`src/rtl/fifo64_unpack_if.sv`:
```
// fifo64_unpack_if
// Bundles the FIFO read port and the downstream valid/ready slice stream of fifo64_unpack.
//   master : the unpacker's view (drives o_*, samples i_*)
//   slave  : the environment's view (FIFO plus downstream consumer)
// Signals:
//   i_fifo_empty  FIFO empty flag
//   o_fifo_read   FIFO read strobe, one pulse pops one word
//   i_fifo_rdata  FIFO read data, valid the cycle after o_fifo_read
//   o_valid       slice available on o_data
//   i_ready       downstream accepts the slice
//   o_data        current OUT_WIDTH-bit slice
//   o_last        current slice is the final slice of its word
//   o_busy        unpacker holds or is fetching a word
interface fifo64_unpack_if #(
  parameter int unsigned OUT_WIDTH = 16
) ();

  logic                 i_fifo_empty;
  logic                 o_fifo_read;
  logic [63:0]          i_fifo_rdata;
  logic                 o_valid;
  logic                 i_ready;
  logic [OUT_WIDTH-1:0] o_data;
  logic                 o_last;
  logic                 o_busy;

  modport master (
    input  i_fifo_empty,
    input  i_fifo_rdata,
    input  i_ready,
    output o_fifo_read,
    output o_valid,
    output o_data,
    output o_last,
    output o_busy
  );

  modport slave (
    output i_fifo_empty,
    output i_fifo_rdata,
    output i_ready,
    input  o_fifo_read,
    input  o_valid,
    input  o_data,
    input  o_last,
    input  o_busy
  );

endinterface

```
`src/rtl/fifo64_unpack.sv`:
```
// fifo64_unpack
// Read-side consumer for the 64-bit peripheral FIFO. Pops one 64-bit word at a time and emits
// it as 64/OUT_WIDTH slices on a valid/ready stream, hiding the FIFO's one-cycle registered
// read latency and never reading the FIFO while it is empty.
// Parameters:
//   OUT_WIDTH  slice width: 8, 16, 32 or 64 (must match the interface instance)
//   LSB_FIRST  1: slice 0 is bits [OUT_WIDTH-1:0]; 0: slice 0 is bits [63:64-OUT_WIDTH]
// Ports:
//   i_clock    sole clock, rising edge
//   i_reset_n  asynchronous active-low reset
//   bus        fifo64_unpack_if master modport (FIFO read port + slice stream)
module fifo64_unpack #(
  parameter int unsigned OUT_WIDTH = 16,
  parameter bit          LSB_FIRST = 1'b1
) (
  input  logic           i_clock,
  input  logic           i_reset_n,
  fifo64_unpack_if.master bus
);

  localparam int unsigned N = 64 / OUT_WIDTH;
  localparam int unsigned IdxW = (N > 1) ? $clog2(N) : 1;
  localparam logic [IdxW-1:0] LastIdx = IdxW'(N - 1);

  if (!((OUT_WIDTH == 8) || (OUT_WIDTH == 16) || (OUT_WIDTH == 32) || (OUT_WIDTH == 64)))
  begin : g_bad_width
    $error("fifo64_unpack: OUT_WIDTH must be 8, 16, 32 or 64");
  end

  typedef enum logic [1:0] {
    StIdle,
    StLoad,
    StEmit
  } state_e;

  state_e          state_q, state_d;
  logic [IdxW-1:0] idx_q, idx_d;
  logic [63:0]     word_q, word_d;

  logic            emit;
  logic            last;
  logic            hs;
  logic            rd;
  logic [IdxW-1:0] sel;
  logic [5:0]      shamt;
  logic [63:0]     shifted;

  always_comb begin
    emit = (state_q == StEmit);
    last = emit && (idx_q == LastIdx);
    hs   = emit && bus.i_ready;
    // The FIFO advances its pointer even when empty, so the empty flag gates every read.
    // Reset also gates it so nothing is popped while the block is held in reset.
    rd   = i_reset_n && !bus.i_fifo_empty && ((state_q == StIdle) || (hs && last));
  end

  // Slice select: MSB-first order simply walks the word from the top slice down.
  always_comb begin
    sel     = LSB_FIRST ? idx_q : (LastIdx - idx_q);
    shamt   = 6'(sel) * 6'(OUT_WIDTH);
    shifted = word_q >> shamt;
  end

  always_comb begin
    state_d = state_q;
    idx_d   = idx_q;
    word_d  = word_q;
    unique case (state_q)
      StIdle: begin
        if (rd) state_d = StLoad;
      end
      StLoad: begin
        // Read data is valid exactly one cycle after the strobe.
        word_d  = bus.i_fifo_rdata;
        idx_d   = '0;
        state_d = StEmit;
      end
      StEmit: begin
        if (hs) begin
          if (!last)   idx_d   = idx_q + 1'b1;
          else if (rd) state_d = StLoad;
          else         state_d = StIdle;
        end
      end
      default: state_d = StIdle;
    endcase
  end

  always_ff @(posedge i_clock or negedge i_reset_n) begin
    if (!i_reset_n) begin
      state_q <= StIdle;
      idx_q   <= '0;
      word_q  <= '0;
    end else begin
      state_q <= state_d;
      idx_q   <= idx_d;
      word_q  <= word_d;
    end
  end

  assign bus.o_fifo_read = rd;
  assign bus.o_valid     = emit;
  assign bus.o_last      = last;
  assign bus.o_busy      = (state_q != StIdle);
  // Data is forced to zero outside EMIT so stale words never leak onto the stream.
  assign bus.o_data      = emit ? shifted[OUT_WIDTH-1:0] : '0;

endmodule

```
`src/flat_wrapper.sv`:
```
// flat-port wrapper written by rule: the top's interface ports become plain ports
module fifo64_unpack_flat 
#(
  parameter int unsigned OUT_WIDTH = 16,
  parameter bit          LSB_FIRST = 1'b1
)
  (i_clock, i_reset_n, bus_i_fifo_empty, bus_i_fifo_rdata, bus_i_ready, bus_o_fifo_read, bus_o_valid, bus_o_data, bus_o_last, bus_o_busy);
  fifo64_unpack_if #(.OUT_WIDTH(OUT_WIDTH)) bus_i ();
  input  logic i_clock;
  input  logic i_reset_n;
  input wire logic [$bits(bus_i.i_fifo_empty)-1:0] bus_i_fifo_empty;
  input wire logic [$bits(bus_i.i_fifo_rdata)-1:0] bus_i_fifo_rdata;
  input wire logic [$bits(bus_i.i_ready)-1:0] bus_i_ready;
  output wire logic [$bits(bus_i.o_fifo_read)-1:0] bus_o_fifo_read;
  output wire logic [$bits(bus_i.o_valid)-1:0] bus_o_valid;
  output wire logic [$bits(bus_i.o_data)-1:0] bus_o_data;
  output wire logic [$bits(bus_i.o_last)-1:0] bus_o_last;
  output wire logic [$bits(bus_i.o_busy)-1:0] bus_o_busy;
  assign bus_i.i_fifo_empty = bus_i_fifo_empty;
  assign bus_i.i_fifo_rdata = bus_i_fifo_rdata;
  assign bus_i.i_ready = bus_i_ready;
  assign bus_o_fifo_read = bus_i.o_fifo_read;
  assign bus_o_valid = bus_i.o_valid;
  assign bus_o_data = bus_i.o_data;
  assign bus_o_last = bus_i.o_last;
  assign bus_o_busy = bus_i.o_busy;
  fifo64_unpack #(.OUT_WIDTH(OUT_WIDTH), .LSB_FIRST(LSB_FIRST)) u_core (.i_clock(i_clock), .i_reset_n(i_reset_n), .bus(bus_i));
endmodule
```
`config.mk`:
```
export PLATFORM = sky130hd
export DESIGN_NAME = fifo64_unpack_flat
export DESIGN_NICKNAME = d
export VERILOG_FILES = /design/src/rtl/fifo64_unpack_if.sv /design/src/rtl/fifo64_unpack.sv /design/src/flat_wrapper.sv
export SDC_FILE = /design/constraint.sdc
export NUM_CORES = 1
export LEC_CHECK = 0
export CORE_MARGIN = 1.5
export CORE_UTILIZATION = 52
export DETAILED_ROUTE_END_ITERATION = 6
export GPL_ROUTABILITY_DRIVEN = 0
export PLACE_DENSITY = 0.86
export SLEW_MARGIN = 20
export SYNTH_ARGS = -nofsm -noshare
export SYNTH_HDL_FRONTEND = slang
export SYNTH_SLANG_ARGS = --single-unit
```
`constraint.sdc`:
```
create_clock -name i_clock -period 3.2 [get_ports i_clock]
set_input_delay 0.64 -clock i_clock [delete_from_list [all_inputs] [get_ports i_clock]]
set_output_delay 0.64 -clock i_clock [all_outputs]
set_load 0.1 [all_outputs]
```
# After elaboration in Yosys (flattened, before gate mapping)
# Cells that the tools add are included.
word_totals:
  reg_bits: 68
op_classes:
  add_sub_neg: 1
  n_eq_ne: 7
  shifts: 1
  muxes: 9
  n_reduce_logical: 12
op_table:
  columns: ["op", "n"]
  rows:
  - ["64-bit by 6-bit >> shifter with 16-bit output", 1]
  - ["16-bit 2-to-1 mux", 1]
  - ["2-bit 2-to-1 mux", 5]
  - ["2-bit inequality test (second input constant)", 4]
  - ["2-bit case mux with 3 select lines", 1]
  - ["3-bit AND reduction", 2]
  - ["1-bit logical AND", 5]
  - ["2-bit == test (second input constant)", 2]
  - ["2-bit case mux with 2 select lines", 1]
  - ["2-bit nonzero test", 2]
  - ["2-bit by 1-bit adder with 2-bit output (second input constant)", 1]
  - ["2-bit by 1-bit == test with 1-bit output (second input constant)", 1]
  - ["2-bit logical NOT", 1]
  - ["1-bit logical NOT", 1]
  - ["1-bit logical OR", 1]
  - ["1-bit 2-to-1 mux", 1]

# Longest topological paths before layout
# Gate-level depths: netlist (run 1).
logic_depth:
  word_depth: 9
  ltp_mapped: 5
  depth_no_buf: 5

# Worst setup path before layout (run 1)
# Ideal clock, no wire load.
synth_path:
  path_type: "register -> output"
  start: "register u_core.state_q[0]"
  end: "output port bus_o_fifo_read"
  arrival_time_ps: 3858
  path_slack_ps: -1298
  path_stages_with_launch: 6
  cell_sequence: "dfrtp_1 -> inv_1 -> ha_1 -> and2_1 -> nand2_1 -> a21oi_1"
synth_between:
  elab_chain_len: 5
synth_lines:
  columns: ["item", "line_no", "source"]
  rows:
  - ["start, declared", "fifo64_unpack.sv:36", "state_e state_q, state_d;"]
  - ["start signal, assigned", "fifo64_unpack.sv:91", "state_q <= StIdle;"]
  - ["start signal, assigned", "fifo64_unpack.sv:95", "state_q <= state_d;"]
  - ["2-bit == test", "fifo64_unpack.sv:49", "emit = (state_q == StEmit);"]
  - ["named net bus_o_valid", "flat_wrapper.sv:15", "output wire logic [$bits(bus_i.o_valid)-1:0] bus_o_valid;"]
  - ["1-bit logical AND", "fifo64_unpack.sv:50", "last = emit && (idx_q == LastIdx);"]
  - ["named net bus_o_last", "flat_wrapper.sv:17", "output wire logic [$bits(bus_i.o_last)-1:0] bus_o_last;"]
  - ["1-bit logical AND", "fifo64_unpack.sv:54", "rd = i_reset_n && !bus.i_fifo_empty && ((state_q == StIdle) || (hs && last));"]
  - ["1-bit logical OR", "fifo64_unpack.sv:54", null]
  - ["1-bit logical AND", "fifo64_unpack.sv:54", null]
  - ["end, declared", "flat_wrapper.sv:14", "output wire logic [$bits(bus_i.o_fifo_read)-1:0] bus_o_fifo_read;"]
# The timed path passes the listed nets, and every way through them passes these cells.

# Worst setup path after layout (run 1)
layout_path:
  start: "register u_core.idx_q[1]"
  end: "output port bus_o_data[14]"
layout_between:
  elab_chain_len: 2
layout_lines:
  columns: ["item", "line_no", "source"]
  rows:
  - ["start, declared", "fifo64_unpack.sv:37", "logic [IdxW-1:0] idx_q, idx_d;"]
  - ["start signal, assigned", "fifo64_unpack.sv:96", "idx_q <= idx_d;"]
  - ["64-bit by 6-bit >> shifter with 16-bit output", "fifo64_unpack.sv:61", "shifted = word_q >> shamt;"]
  - ["16-bit 2-to-1 mux", "fifo64_unpack.sv:106", "assign bus.o_data = emit ? shifted[OUT_WIDTH-1:0] : '0;"]
  - ["end, declared", "flat_wrapper.sv:16", "output wire logic [$bits(bus_i.o_data)-1:0] bus_o_data;"]
# No other way between the ends.

==> impl_metrics.yaml, run 1 <==
logic_synthesis:
  synth.cell_area_sq_mm: 0.00319
  synth-xor-area-share_pct: 0
  ys_seq_area_share_pct: 53.3
  syn_nets: 276
  syn_avg_cell_area_sq_um: 15.8
  ys_seq_elements: 68
  synth_area_leader_cell: "dfrtp_1"
  ys_types: 21
  synth_top_family_by_area: "multiplexers"
  synth-adder-area-share_pct: 2.35
  synthCells: 202
  ys_warn_count: 0
  yosys-top-cells-area: "dfrtp_1 (53%), mux2_2 (23%), mux4_1 (6.6%)"
  synthSimpleGateAreaFrac_pct: 4.24
  yosysTopAreaCellShare_pct: 53.3
  synth-compound-area-share_pct: 1.37
  synthMuxAreaShare_pct: 35.5
floorplan:
  rows: 28
  core_area_sq_mm: 0.00592
  die_area_sq_mm: 0.00661
  io_pins: 88
  die_y_um: 81.3
  initial_core_util_pct: 53.9
  die_x_um: 81.3
outcome:
  status: "complete, no violations"
routing:
  drt-wirelength-per-cell_um: 16.8
  firstDrtPassIters: 6
  viasPerCell: 5.37
  route.detailed.drc: 0
  ant_nets: 0
  drtIter0Drc: 55
  dr_total_vias: 1999
  drt_wl_total_mm: 6.23
finish:
  num_antenna_cells: 0
  nets: 366
  fin_cells: 372
  drive_gt1_share_pct: 39.7
  post-route-util_pct: 75.4
  area_growth_pct: 40.0
  layout_commonest_cell: "dfrtp_1"
  most-common-layout-cells: "dfrtp_1 (68), clkdlybuf4s50_1 (66), mux2_2 (65)"
  final_area_sq_mm: 0.00447
clock_network:
  cts_hold_buf: 0
  cts_tree: "built"
  clock_sinks: 68
  clkSlewWorstSetupHoldPaths_ps: 70
  clk_path_buf_depth: 2
  postCtsResizedCells: 0
  clock_latency_ps: 340
  cts_setup_buffers: 0
  cts_made_buffers: 9
  clk_root_buffer_cell: "clkbuf_8"
  htree_levels: 3
sta:
  max_freq_ghz: 0.376
  fin_crit_ps: 2660
  setup_tns_ps: 0
  finClkSkew_ps: 6.25
  holdWs_ps: 498
  maxSlewViolCount: 0
  maxSlewHeadroom_pct: 44.4
  timing.final.crit_share_pct: 83.1
  setup_viol: 0
  tightest_slew_ps: 834
  final_hold_viol_count: 0
  rsz0062_at_grt: "false"
global_route:
  antenna_found_initial: 0
  globalRouteMet2Util_pct: 34.5
  grt_pass1_wl_mm: 10.1
  grt_max_degree: 69
  overflow: 0
  grt.met1_usage_pct: 25.8
  grt_use_total_pct: 21.3
  grtUsageMet3_pct: 6.29
  grt_busiest_layer: "met2"
  grt_pass1_vias: 2112
setup_path:
  crit_chain: "mux4_1 -> and2_1 -> buf_4"
  critical_path_class: "register to output pin"
  path_buf_inv: 1
  worstRegToRegCells: 4
  cp_data_required_time_ps: 2560
  r2r_start: "u_core.state_q[1]"
  crit_slowest_cell: "dfrtp_1"
  worstPathArrival_ps: 2020
  ff2ff_setup_slack_ps: 1200
  timing.rr.end: "u_core.word_q[28]"
  cp-end-kind: "output pin"
  cp-start-kind: "register"
  cp_max_fo: 11
  cp_top_family: "flip-flops"
  cpPeakStageDelay_ps: 690
power_and_ir_drop:
  p_comb_share_pct: 49.7
  netSwitchingPower_mw: 1.53
  power_frac_clock_pct: 14.3
  peakVddDrop_mv: 0.690
  p_int_mw: 2.68
  p_leak_nw: 1.83
  power.share.sequential_pct: 36.1
  p_sw_share_pct: 36.4
  p_per_area_mw_per_mm2: 943
placement:
  dp_cells: 356
  post_dp_cell_area_sq_mm: 0.00430
  io_buffers: 87
  hpwl_mm: 4.41
hold_path:
  min_path_cells: 1
  min_to: "u_core.word_q[21]"
  worstHoldPathType: "register to register"
  worstHoldStart: "u_core.word_q[21]"
run:
  cap_violations: 0
cells by family (layout without fill, tap and decap cells):
kind of cell / Yosys count / after routing
AND/OR/NAND/NOR: 22 / 22
multiplexers: 82 / 82
adder cells (fa/ha/maj): 6 / 6
buffers and inverters: 18 / 113
flip-flops: 68 / 68
AO/OA/AOI/OAI: 6 / 6
layout make-up:
type	instances	area (sq um)
Clock buffer	11	141
Clock inverter	5	27.5
Fill cell	377	1460
Inverter	5	18.8
Multi-Input combinational cell	116	1400
Sequential cell	68	1700
Tap cell	75	93.8
Timing Repair Buffer	92	1080
through the flow:
stage,total power [mW],worst slack (ps)
2_1_floorplan,3.05,158
3_3_place_gp,3.56,913
3_5_place_dp,3.63,883
4_1_cts,4.26,520
5_1_grt,4.45,418
6_report,4.21,541
per-layer routing:
layer	wire length, um	vias to the layer above	part of all wire (%)
met5	0	-	0
li1	-	921	-
met3	311	12	5.0
met1	2620	1014	42
met4	146	0	2.3
met2	3150	52	51
flip-flops by register name (all words and copies together) (netlist names):
name            count
u_core.state_q      2
u_core.idx_q        2
u_core.word_q      64
power groups by stage:
stage	Clock, mW	Combinational (mW)	Sequential (mW)
6_report	0.601	2.09	1.52
4_1_cts	0.622	2.11	1.52
3_3_place_gp	0	2.06	1.50
3_5_place_dp	0	2.10	1.53
5_1_grt	0.664	2.22	1.57
2_1_floorplan	0	1.61	1.44
synth_stat cells (all sizes together):
cell and count:
nand4b 1, clkbuf 2, a2bb2oi 1, a21boi 1, inv 5, o22ai 1, o32ai 1, ha 6
mux2 65, dfrtp 68, and2 17, nand2b 2, a22oi 1, nand2 2, buf 11, mux2i 1
mux4 16, a21oi 1
worst reg2reg max path, delay by kind of cell, from the launching register on:
kind / cells / cell delay, ps
buf+inv: 2 / 420
fa+ha+maj: 1 / 670
mux: 1 / 380
flops: 1 / 410
worst max path at each step:
stage | endpoint | start | cells past startpoint
floorplan | bus_o_fifo_read | u_core.state_q[0] | 5
global placement | bus_o_fifo_read | bus_i_ready | 4
detailed placement | bus_o_fifo_read | bus_i_ready | 4
CTS | bus_o_fifo_read | u_core.state_q[0] | 6
global route | bus_o_fifo_read | u_core.state_q[0] | 6
finish | bus_o_data[14] | u_core.idx_q[1] | 3
Power figures use the tool's default switching activity.
==> run 2: changes to the inputs <==
--- a/config.mk
+++ b/config.mk
@@ -6,10 +6,10 @@
 export NUM_CORES = 1
 export LEC_CHECK = 0
 export CORE_MARGIN = 1.5
-export CORE_UTILIZATION = 52
+export CORE_UTILIZATION = 48
 export DETAILED_ROUTE_END_ITERATION = 6
 export GPL_ROUTABILITY_DRIVEN = 0
-export PLACE_DENSITY = 0.86
+export PLACE_DENSITY = 0.8
 export SLEW_MARGIN = 20
 export SYNTH_ARGS = -nofsm -noshare
 export SYNTH_HDL_FRONTEND = slang
==> constraint.sdc (replaced) <==
create_clock -name i_clock -period 2.7 [get_ports i_clock]
set_input_delay 0.54 -clock i_clock [delete_from_list [all_inputs] [get_ports i_clock]]
set_output_delay 0.54 -clock i_clock [all_outputs]
set_load 0.1 [all_outputs]
==> run 2 against run 1 <==
  * Cell area increased by 1.3%
  * Largest cell class unchanged
  * Routed wire length decreased by 1.3%
  * Largest power group unchanged
  * Power increased by 20%
  * Critical endpoint is now bus_o_fifo_read
==> impl_metrics.yaml, run 2 (same netlist as run 1, synthesis figures left out) <==
outcome:
  status: "complete, no violations"
clock_network:
  clk_path_buf_depth: 2
  clock_latency_ps: 320
  clkSlewWorstSetupHoldPaths_ps: 70
  htree_levels: 3
  clk_root_buffer_cell: "clkbuf_8"
  cts_made_buffers: 9
  clock_sinks: 68
  cts_setup_buffers: 0
  cts_tree: "built"
finish:
  largest_reg_flops: 64
  most-common-layout-cells: "dfrtp_1 (68), clkdlybuf4s50_1 (66), mux2_2 (65)"
  layout_commonest_cell: "dfrtp_1"
  num_antenna_cells: 0
  fin_cells: 374
  largestRegisters: "u_core.word_q (64), u_core.idx_q (2), u_core.state_q (2)"
  top_register: "u_core.word_q"
  nets: 367
  area_growth_pct: 41.8
  drive_gt1_share_pct: 42.8
routing:
  drt-wirelength-per-cell_um: 16.5
  drt_wl_total_mm: 6.15
  drtIter0Drc: 124
  firstDrtPassIters: 4
  route.detailed.drc: 0
  viasPerCell: 5.33
  dr_total_vias: 1994
  ant_nets: 0
power_and_ir_drop:
  p_leak_nw: 1.85
  peakVddDrop_mv: 0.832
  p_per_area_mw_per_mm2: 1110
setup_path:
  worstPathArrival_ps: 1870
  cp-end-kind: "output pin"
  crit_chain: "inv_1 -> ha_4 -> and2_4 -> nand2_1 -> a21oi_4 -> buf_12"
  path_buf_inv: 2
  crit_slowest_cell: "dfrtp_1"
  critical_path_class: "register to output pin"
  cpPeakStageDelay_ps: 420
  cp_max_fo: 22
  cp-start-kind: "register"
  cp_top_family: "flip-flops"
  cp_data_required_time_ps: 2160
sta:
  fin_crit_ps: 2410
  rsz0062_at_grt: "false"
  setup_viol: 0
  tightest_slew_ps: 828
  finClkSkew_ps: 8.01
  worst_slack_ps: 294
  max_freq_ghz: 0.416
  maxSlewViolCount: 0
  holdWs_ps: 453
  timing.final.crit_share_pct: 89.1
  maxSlewHeadroom_pct: 44.8
  final_hold_viol_count: 0
floorplan:
  die_y_um: 84.5
  die_x_um: 84.5
  die_area_sq_mm: 0.00715
  io_pins: 88
  core_area_sq_mm: 0.00639
  initial_core_util_pct: 50.0
  rows: 29
global_route:
  grt_max_degree: 69
  grt_use_total_pct: 19.3
  grt_pass1_wl_mm: 10.6
  overflow: 0
  grt_pass1_vias: 2223
  antenna_found_initial: 0
placement:
  dp_cells: 359
  io_buffers: 87
  dp_slack_ps: 481
  hpwl_mm: 4.36
hold_path:
  worstHoldPathType: "input pin to async pin"
run:
  cap_violations: 0
[run 2: changes by cell type in the layout (fill, tap and decap cells not counted), sizes merged]
cell      delta
clkinvlp     -1
clkbuf       +2
buf          +1
clkinv       -2
[run 2: metrics by stage]
| stage | instance area (sq um) | power, mW | setup TNS [ps] | utilization (%) |
|---|---|---|---|---|
| 6_report | 4520 | 5.03 | 0 | 70.8 |
| 5_1_grt | 4520 | 5.34 | 0 | 70.8 |
| 4_1_cts | 4510 | 5.07 | 0 | 70.7 |
| 3_5_place_dp | 4350 | 4.34 | 0 | 68.0 |
| 3_3_place_gp | 4350 | 4.26 | 0 | 68.0 |
| 2_1_floorplan | 3220 | 3.63 | -37.2 | - |
[run 2: area by class of cell]
type / count / area (sq um)
inverters: 5 / 18.8
well taps: 77 / 96.3
multi-input cells: 116 / 1430
clock inverters: 2 / 10.0
fillers: 466 / 1860
repair buffers: 93 / 1110
flip-flops and latches: 68 / 1700
clock buffers: 13 / 159
[run 2: timing repair]
action | in CTS | in global routing
gates resized for setup | 0 | 1
setup endpoints to repair | 0 | 1
hold buffers | 0 | 0
[run 2: worst paths after layout]
check	from	to	slack [ps]	cells after the start
max	u_core.state_q[0]	bus_o_fifo_read	290	6
min	i_reset_n	u_core.word_q[50]	450	2
max reg2reg	u_core.state_q[1]	u_core.word_q[27]	1100	4
min reg2reg	u_core.word_q[17]	u_core.word_q[17]	500	1
max in group asynchronous	i_reset_n	u_core.word_q[5]	1700	2
min in group i_clock	u_core.word_q[17]	u_core.word_q[17]	500	1
[run 2: per-layer routing]
| layer | vias to the layer above | part of all wire [%] | wire length [um] | GRT usage, % |
|---|---|---|---|---|
| li1 | 931 | - | - | - |
| met1 | 1017 | 42 | 2610 | 24.8 |
| met2 | 39 | 52 | 3220 | 32.3 |
| met3 | 7 | 3.7 | 228 | 3.93 |
| met4 | 0 | 1.5 | 91 | 7.62 |
| met5 | - | 0 | 0 | 0 |
[run 2: report_power, final]
part | internal (mW) | switching [mW] | total [mW]
sequential | 1.54 | 0.247 | 1.78
clock | 0.377 | 0.348 | 0.725
combinational | 1.32 | 1.20 | 2.52
total | 3.24 | 1.80 | 5.03
[run 2: worst reg2reg max path: stages, from the launching register on]
cell and delay (ps):
dfrtp_1 430, inv_1 130, ha_2 210, buf_12 310, mux2_2 410
==> run 3: changes to the inputs <==
--- a/config.mk
+++ b/config.mk
@@ -7,6 +7,7 @@
 export LEC_CHECK = 0
 export CORE_MARGIN = 1.5
 export CORE_UTILIZATION = 48
+export CTS_CLUSTER_DIAMETER = 80
 export DETAILED_ROUTE_END_ITERATION = 6
 export GPL_ROUTABILITY_DRIVEN = 0
 export PLACE_DENSITY = 0.8
==> results of run 3 <==
No change in the layout: final DEF, timing and power equal those of run 2.
